===== src/rtl/img_pkg.sv =====
// img_pkg: shared frame geometry defaults, reader FSM encoding and pixel marker layout
package img_pkg;
   localparam int DEF_IMG_W  = 64;
   localparam int DEF_IMG_H  = 64;
   localparam int DEF_ADDR_W = 12;
   localparam int DEF_DATA_W = 8;
   localparam logic [1:0] ST_IDLE  = 2'd0;
   localparam logic [1:0] ST_RUN   = 2'd1;
   localparam logic [1:0] ST_DRAIN = 2'd2;
   typedef struct packed {
      logic sof;
      logic eof;
      logic sol;
      logic eol;
   } marker_t;
endpackage


===== src/rtl/reader_skid_fifo.sv =====
// reader_skid_fifo: 2-entry skid buffer absorbing BRAM read latency under backpressure
module reader_skid_fifo #(
   parameter int W = 12
) (
   input  logic         clk,
   input  logic         rst_n,
   input  logic         push,
   input  logic         pop,
   input  logic [W-1:0] din,
   output logic [W-1:0] dout,
   output logic [1:0]   count
);
   logic [W-1:0] mem_q [2];
   logic [W-1:0] mem_d [2];
   logic         wr_q, wr_d, rd_q, rd_d;
   logic [1:0]   cnt_q, cnt_d;
   // next storage, pointers and occupancy; push and pop together keep the count
   always_comb begin
      mem_d = mem_q;
      if (push) mem_d[wr_q] = din;
      wr_d  = wr_q ^ push;
      rd_d  = rd_q ^ pop;
      cnt_d = cnt_q + 2'(push) - 2'(pop);
   end
   // state registers, cleared asynchronously
   always_ff @(posedge clk or negedge rst_n) begin
      if (!rst_n) begin
         mem_q <= '{default: '0};
         wr_q  <= 1'b0;
         rd_q  <= 1'b0;
         cnt_q <= 2'd0;
      end else begin
         mem_q <= mem_d;
         wr_q  <= wr_d;
         rd_q  <= rd_d;
         cnt_q <= cnt_d;
      end
   end
   assign dout  = mem_q[rd_q];
   assign count = cnt_q;
   no_overflow: assert property (@(posedge clk) disable iff (!rst_n) !(push && !pop && cnt_q == 2'd2));
endmodule


===== src/rtl/bram_frame_reader.sv =====
// bram_frame_reader: raster-scans one stored frame from BRAM into a valid/ready pixel stream
module bram_frame_reader
   import img_pkg::*;
#(
   parameter int IMG_W  = DEF_IMG_W,
   parameter int IMG_H  = DEF_IMG_H,
   parameter int ADDR_W = DEF_ADDR_W,
   parameter int DATA_W = DEF_DATA_W
) (
   input  logic              CLK_IN1,
   input  logic              RESET_N,
   input  logic              start,
   output logic              busy,
   output logic              done,
   output logic              enb,
   output logic [ADDR_W-1:0] addrb,
   input  logic [DATA_W-1:0] doutb,
   output logic [DATA_W-1:0] m_data,
   output logic              m_valid,
   input  logic              m_ready,
   output logic              m_sof,
   output logic              m_eof,
   output logic              m_sol,
   output logic              m_eol
);
   localparam int XW = (IMG_W > 1) ? $clog2(IMG_W) : 1;
   localparam int YW = (IMG_H > 1) ? $clog2(IMG_H) : 1;
   localparam int FW = DATA_W + 4;
   logic [1:0]        state_q, state_d;
   logic [ADDR_W-1:0] addr_q, addr_d;
   logic [XW-1:0]     x_q, x_d;
   logic [YW-1:0]     y_q, y_d;
   logic              busy_q, busy_d, done_q, done_d, inflight_q;
   marker_t           mk, mk_pipe_q, head_mk;
   logic [FW-1:0]     head;
   logic [1:0]        fifo_cnt;
   logic              pop, last_x, last_y;
   assign last_x  = x_q == XW'(IMG_W - 1);
   assign last_y  = y_q == YW'(IMG_H - 1);
   assign mk      = {x_q == '0 && y_q == '0, last_x && last_y, x_q == '0, last_x};
   assign m_valid = fifo_cnt != 2'd0;
   assign pop     = m_valid && m_ready;
   assign enb     = state_q == ST_RUN && (3'(fifo_cnt) + 3'(inflight_q) - 3'(pop)) < 3'd2;
   // scan control: IDLE spends one cycle after accepting start before reads begin
   always_comb begin
      state_d = state_q;
      addr_d  = addr_q;
      x_d     = x_q;
      y_d     = y_q;
      busy_d  = busy_q & ~done_q;
      done_d  = 1'b0;
      case (state_q)
         ST_IDLE: begin
            addr_d = '0;
            x_d    = '0;
            y_d    = '0;
            busy_d = busy_q | start;
            if (busy_q) state_d = ST_RUN;
         end
         ST_RUN: if (enb) begin
            addr_d = addr_q + ADDR_W'(1);
            x_d    = last_x ? '0 : x_q + XW'(1);
            y_d    = last_x ? y_q + YW'(1) : y_q;
            if (mk.eof) state_d = ST_DRAIN;
         end
         default: begin
            done_d = ~done_q & ~inflight_q & (fifo_cnt == 2'(pop));
            if (done_q) state_d = ST_IDLE;
         end
      endcase
   end
   // control registers plus the read-latency pipe that carries markers beside doutb
   always_ff @(posedge CLK_IN1 or negedge RESET_N) begin
      if (!RESET_N) begin
         state_q    <= ST_IDLE;
         addr_q     <= '0;
         x_q        <= '0;
         y_q        <= '0;
         busy_q     <= 1'b0;
         done_q     <= 1'b0;
         inflight_q <= 1'b0;
         mk_pipe_q  <= '0;
      end else begin
         state_q    <= state_d;
         addr_q     <= addr_d;
         x_q        <= x_d;
         y_q        <= y_d;
         busy_q     <= busy_d;
         done_q     <= done_d;
         inflight_q <= enb;
         mk_pipe_q  <= mk;
      end
   end
   reader_skid_fifo #(.W(FW)) u_fifo (
      .clk   (CLK_IN1),
      .rst_n (RESET_N),
      .push  (inflight_q),
      .pop   (pop),
      .din   ({doutb, mk_pipe_q}),
      .dout  (head),
      .count (fifo_cnt)
   );
   assign head_mk = head[3:0];
   assign m_data  = head[FW-1:4];
   assign m_sof   = head_mk.sof;
   assign m_eof   = head_mk.eof;
   assign m_sol   = head_mk.sol;
   assign m_eol   = head_mk.eol;
   assign addrb   = addr_q;
   assign busy    = busy_q;
   assign done    = done_q;
endmodule


===== config.mk =====
export PLATFORM = sky130hd
export DESIGN_NAME = bram_frame_reader
export DESIGN_NICKNAME = d
export VERILOG_FILES = /design/src/rtl/img_pkg.sv /design/src/rtl/reader_skid_fifo.sv /design/src/rtl/bram_frame_reader.sv
export SDC_FILE = /design/constraint.sdc
export NUM_CORES = 1
export LEC_CHECK = 0
export BUFFER_PORTS_ARGS = -buffer_cell sky130_fd_sc_hd__buf_2
export CAP_MARGIN = 20
export CORE_UTILIZATION = 35
export DETAILED_ROUTE_END_ITERATION = 10
export SYNTH_ARGS = -nofsm -noshare
export SYNTH_HDL_FRONTEND = slang
export SYNTH_HIERARCHICAL = 1
export SYNTH_SLANG_ARGS = --single-unit

===== constraint.sdc =====
create_clock -name CLK_IN1 -period 3.6 [get_ports CLK_IN1]
set_clock_uncertainty 0.2 [all_clocks]
set_input_delay 0.36 -clock CLK_IN1 [delete_from_list [all_inputs] [get_ports CLK_IN1]]
set_output_delay 0.36 -clock CLK_IN1 [all_outputs]
set_load 0.01 [all_outputs]

== Word-level counts from Yosys, hierarchy flattened ==
Cells that the tools add are included.

* $lt $le $gt $ge: 4
* $mul: 0
* Reductions and logical operators: 15
* Eq/ne operators: 8
* Div/mod/pow operators: 0
* Bitwise gates (word level): 10
* Shift-type cells: 0
* $add $sub $neg: 7
* Multiplexer cells: 21

{| class="wikitable"
|+ Operators by type and width
! kind !! number
|-
| two-way mux 12 bit || 5
|-
| bitwise mux 24 bit || 1
|-
| two-way mux 6 bit || 4
|-
| case mux 12 bit (2 select lines) || 1
|-
| case mux 6 bit (2 select lines) || 2
|-
| adder 12 x 1 -> 12 bit (second input constant) || 1
|-
| adder 6 x 1 -> 6 bit (second input constant) || 2
|-
| demux 12 bit (select 1 bit) || 1
|-
| equality test 6 bit (second input constant) || 2
|-
| zero test 6 bit || 2
|-
| two-way mux 2 bit || 4
|-
| inequality test 2 bit (second input constant) || 4
|-
| logical AND 1 bit || 5
|-
| >= comparator 2 bit (second input constant) || 2
|-
| inverter 1 -> 2 bit || 2
|-
| case mux 2 bit (2 select lines) || 1
|-
| AND reduction 4 bit || 1
|-
| nonzero test 2 bit || 2
|-
| adder 2 x 1 -> 3 bit || 1
|-
| AND 1 bit || 3
|-
| < comparator 3 x 2 -> 1 bit (second input constant) || 1
|-
| AND reduction 3 bit || 1
|-
| nonzero test 3 bit || 1
|-
| subtractor 3 x 1 -> 3 bit || 1
|-
| other kinds (12) || 15
|}

* Memory bits (writable): 0
* Memory bits (read-only): 0
* Flip-flop bits (word level): 61
* Output and inout bits: 28
* Memories: 0
* Latch bits: 0
* Input bits: 12
* Logic and storage cells: 81

== Longest topological paths before layout ==
* Depth after elaboration: 7
* Gate-level depth with buffers: 12
* Gate-level depth less buffers: 10

== Hierarchy ==
Netlist, hierarchy kept.

{| class="wikitable"
|+ By module, submodules not included
! module !! instances !! area an instance (µm²) !! cells each !! seq. area each (µm²)
|-
| bram_frame_reader || 1 || 1781.7 || 190 || 825.8
|-
| reader_skid_fifo || 1 || 1271.2 || 77 || 700.7
|}

== Worst setup path before layout ==
Ideal clock, no wire load.

* Path type: register to register
* Start: register u_fifo.cnt_q[1] (netlist: u_fifo/count[1])
* End: register y_q[3]
* Buffers on the path: 1
* Library setup time: 69 ps
* Cell stages (with the launch flop): 11
* Required time: 3331 ps
* Path slack: 74 ps
* Period minus slack after synthesis: 3526 ps
* Arrival: 3257 ps
* Path through: dfrtp_1 -> or2_2 -> and2_1 -> ha_1 -> nand2b_1 -> fa_1 -> inv_1 -> or4_1 -> buf_2 -> or4_1 -> nand3_1

* Cells in the longest elaborated chain, start to end: 7
* Elaborated cells between the ends (all ways): 8
* Those cells by class: 2 x add/sub; 1 x order compare; 1 x eq/ne; 4 x reduce/logical

{| class="wikitable"
|+ RTL lines
! item !! RTL line !! RTL
|-
| start: declaration || reader_skid_fifo.sv:16 || <nowiki>logic [1:0] cnt_q, cnt_d;</nowiki>
|-
| start signal: assignment || reader_skid_fifo.sv:36 || <nowiki>cnt_q <= cnt_d;</nowiki>
|-
| nonzero test 2 bit || bram_frame_reader.sv:41 || <nowiki>assign m_valid = fifo_cnt != 2'd0;</nowiki>
|-
| named net m_valid || bram_frame_reader.sv:19 || <nowiki>output logic m_valid,</nowiki>
|-
| logical AND 1 bit || bram_frame_reader.sv:42 || <nowiki>assign pop = m_valid && m_ready;</nowiki>
|-
| named net pop || bram_frame_reader.sv:37 || <nowiki>logic pop, last_x, last_y;</nowiki>
|-
| subtractor 3 x 1 -> 3 bit || bram_frame_reader.sv:43 || <nowiki>assign enb = state_q == ST_RUN && (3'(fifo_cnt) + 3'(inflight_q) - 3'(pop)) < 3'd2;</nowiki>
|-
| < comparator 3 x 2 -> 1 bit || bram_frame_reader.sv:43 ||
|-
| logical AND 1 bit || bram_frame_reader.sv:43 ||
|-
| inequality test 2 bit (no source line) || n/a ||
|-
| AND reduction 3 bit (no source line) || n/a ||
|-
| end signal: assignment || bram_frame_reader.sv:87 || <nowiki>y_q <= y_d;</nowiki>
|-
| end: declaration || bram_frame_reader.sv:32 || <nowiki>logic [YW-1:0] y_q, y_d;</nowiki>
|}

The timed path passes the listed nets, and every way through them passes these cells.
A chain may end at the register's enable or synchronous reset.

== Worst setup path in the final report ==
* Start: register u_fifo.cnt_q[0] (netlist: u_fifo/count[0])
* End: output port enb

* Cells in the longest elaborated chain, start to end: 5
* Elaborated cells between the ends (all ways): 6
* Those cells by class: 2 x add/sub; 1 x order compare; 3 x reduce/logical

{| class="wikitable"
|+ RTL lines
! item !! RTL line !! RTL
|-
| nonzero test 2 bit || bram_frame_reader.sv:41 ||
|-
| logical AND 1 bit || bram_frame_reader.sv:42 ||
|-
| named net pop || bram_frame_reader.sv:37 ||
|-
| subtractor 3 x 1 -> 3 bit || bram_frame_reader.sv:43 ||
|-
| < comparator 3 x 2 -> 1 bit || bram_frame_reader.sv:43 ||
|-
| logical AND 1 bit || bram_frame_reader.sv:43 ||
|-
| end: declaration || bram_frame_reader.sv:15 || <nowiki>output logic enb,</nowiki>
|}

The timed path passes the listed nets, and every way through them passes these cells.

==> results.py <==
metrics = {
    "detailed_routing": {
        "drt_iter0_drc": 106,
        "wl_per_cell_microns": 14.28,
        "detail-route-antenna-nets": 0,
        "drt-total-wl_mm": 6.110,
        "drc_errors": 0,
        "firstDrtPassIters": 4,
        "vias_per_cell": 5.217,
        "vias": 2233,
    },
    "floorplanning": {
        "rows": 33,
        "ios": 40,
        "die_height_microns": 95.40,
        "coreArea_sq_mm": 0.008341,
        "dieArea_sq_mm": 0.009100,
        "die_w_microns": 95.40,
        "initial_utilization": 0.3660,
    },
    "pwr": {
        "p_leak_uw": 0.001715,
        "switching_share": 0.3648,
        "combPwrFrac": 0.430,
        "seqPwrFrac": 0.359,
        "ir_drop_mv": 0.2950,
        "power.share.clock": 0.211,
        "intPower_uw": 1826,
        "p_per_area_mw_per_mm2": 788.8,
        "p_sw_uw": 1049,
    },
    "final_layout": {
        "drive_gt1_frac": 0.3529,
        "fin_util": 0.4370,
        "n_antenna_cell": 0,
        "area_delta_synth_final_pct": 19.39,
        "nets": 341,
    },
    "worst_setup_path": {
        "end_kind": "primary output",
        "cp.required_ns": 3.04,
        "cp-start-kind": "register",
        "crit_path_max_fanout": 12,
        "crit_chain": "or2_2, and2_4, ha_1, nand2b_1, fa_2, inv_1, or3_4, inv_8, buf_2",
        "cp_num_buf_inv": 3,
        "cpMaxStageDelayCell": "fa_2",
        "crit_family": "simple AND/OR/NAND/NOR gates",
        "max_stage_delay_ns": 0.55,
        "worst_ep_arrival_time_ns": 2.90,
        "crit_type": "reg -> out",
    },
    "timing": {
        "finalCriticalPeriod_ns": 3.456,
        "fin_ws_ns": 0.1441,
        "finalMaxSlewViolations": 0,
        "worst_pin_slew_ns": 0.7471,
        "finalSetupViolations": 0,
        "fmax_mhz": 289.4,
        "finalCritPeriodShare": 0.9600,
        "holdWs_ns": 0.05207,
        "finalHoldViolations": 0,
        "slew_headroom": 0.5019,
        "rsz0062_at_grt": "false",
        "setup_tns_ns": 0,
    },
    "clock_network": {
        "clock_latency_ns": 0.35,
        "cts.sinks": 61,
        "clockRootBuffer": "clkbuf_8",
        "cts_tree": "done",
        "cts_buffers": 9,
        "htreeDepth": 3,
        "path_clk_slew_ns": 0.08,
        "cts_max_path_buffers": 2,
    },
    "yosys": {
        "avgSynthCellArea_sq_um": 11.43,
        "synthesis.instances": 267,
        "synthArstFlopShare": 1.000,
        "synth_edf_count": 0,
        "synth_commonest_cells": "dfrtp_1 (61), nand2_1 (28), mux2_2 (27)",
        "synthAdderAreaFrac": 0.04754,
        "synth.distinct_cells": 46,
        "ys_ff_latch": 61,
        "syn_area_sq_mm": 0.003053,
        "yosysSeqAreaShare": 0.5000,
        "syn_nets": 290,
        "yosysWarnings": 6,
        "synth_top_family_by_area": "multiplexers",
        "ys_top_cells_by_area": "dfrtp_1 (50%), mux2_2 (10%), mux2_4 (4.4%), ha_1 (4.1%), nand2_1 (3.4%)",
        "synth_compound_area_frac": 0.08484,
        "synth-xor-area-share": 0.02213,
        "synth_simple_gate_area_share": 0.1504,
        "ys.flop_type": "dfrtp_1",
        "yosysMostFrequentCell": "dfrtp_1",
        "synth_area_leader_cell": "dfrtp_1",
        "synth.top_cell.area_share": 0.5000,
        "synthMuxAreaShare": 0.1537,
    },
    "global_route": {
        "first_global_vias": 2155,
        "grt_pass1_wl_mm": 10.33,
        "antenna_found_initial": 0,
        "grt_max_degree": 47,
        "grt_use_total": 0.1517,
        "grt-ovfl-total": 0,
    },
    "placement": {
        "gp_congestion": 0.7990,
        "pre_cts_ws_ns": 0.1397,
        "dpl.hpwl_mm": 4.134,
        "io_buffers": 39,
    },
    "hold_path": {
        "timing.hold.worst.class": "in -> reg",
    },
    "flow_run": {
        "maxCapViolations": 0,
    },
    "outcome": {
        "outcome": "finished, final reports clean",
    },
}
==> final timing paths <==
kind	startpoint	endpoint	slack, ns	depth (start not counted)
setup reg to reg	u_fifo/count[0]	y_q[3]	0.24	9
hold / removal	doutb[2]	u_fifo/mem_q[6]	0.05	2
hold reg to reg	done	busy	0.28	1
min in group asynchronous	RESET_N	u_fifo/mem_q[23]	0.21	2
setup / recovery	u_fifo/count[0]	enb	0.14	9
max in group asynchronous	RESET_N	x_q[4]	2.49	3
==> cell type report <==
type | instances | area [sq um]
flip-flops and latches | 61 | 1526
repair buffers | 52 | 307.8
fillers | 811 | 4696
clock inverters | 7 | 73.82
multi-input cells | 180 | 1421
clock buffers | 9 | 123.9
inverters | 14 | 60.06
well taps | 105 | 131.4
==> stage by stage <==
stage | power (uW) | instances | area, sq um
2_1_floorplan | 1839 | 267 | 3053
3_3_place_gp | 2206 | 409 | 3381
3_5_place_dp | 2225 | 409 | 3381
4_1_cts | 2866 | 425 | 3588
5_1_grt | 3097 | 428 | 3645
6_report | 2875 | 428 | 3645
==> registers in the layout, summed over array words and instances, names as in the netlist <==
register	count
u_fifo/mem_q	24
u_fifo/wr_q	1
state_q	2
addrb	12
inflight_q	1
u_fifo/rd_q	1
y_q	6
u_fifo/count	2
mk_pipe_q	4
x_q	6
done	1
busy	1
==> routing by layer <==
layer,track usage,routed length (microns),vias to the layer above
met3,0.05024,295,12
li1,-,-,1082
met2,0.2381,2831,50
met1,0.1885,2853,1089
met5,0,0,-
met4,0.07090,130,0
==> cells by family after synthesis <==
kind of cell             count (synthesis)
XOR/XNOR                                 6
multiplexers                            39
AO/OA/AOI/OAI                           37
buffers and inverters                   26
flip-flops                              61
AND/OR/NAND/NOR                         87
adder cells (fa/ha/maj)                 11
==> cells in the final DEF, fill, tap and decap left out, drive strengths merged, types with 2 or more instances in the layout <==
master  instances
a211o           2
a21oi           5
a31oi           4
and2            4
and3            3
buf            51
clkbuf          9
clkinv          4
dfrtp          61
ha             10
inv            15
mux2           36
mux2i           3
nand2          28
nand2b          4
nand3          14
nand4           5
nor2            6
nor3            4
nor4            5
nor4b           2
o211ai          3
o21ai           8
o311ai          5
o41ai           3
or2             2
or3             3
or4             4
xnor2           3
xor2            2
==> what timing repair did <==
| item | in CTS | in global routing |
|---|---|---|
| endpoints found under the setup margin | 1 | 4 |
| cloned | 0 | 0 |
| pin swaps | 0 | 1 |
| setup buffers | 0 | 1 |
| hold buffers | 0 | 1 |
| endpoints found under the hold margin | 0 | 46 |
| resized for setup | 3 | 5 |
==> power by group through the flow <==
stage / logic (uW) / clock network (uW) / registers (uW)
final: 1240 / 607 / 1030
after global routing: 1370 / 664 / 1060
after CTS: 1210 / 625 / 1030
after detailed placement: 1180 / 0 / 1050
after global placement: 1170 / 0 / 1040
after floorplan: 835 / 0 / 1000
(Power assumes the default switching activity.)
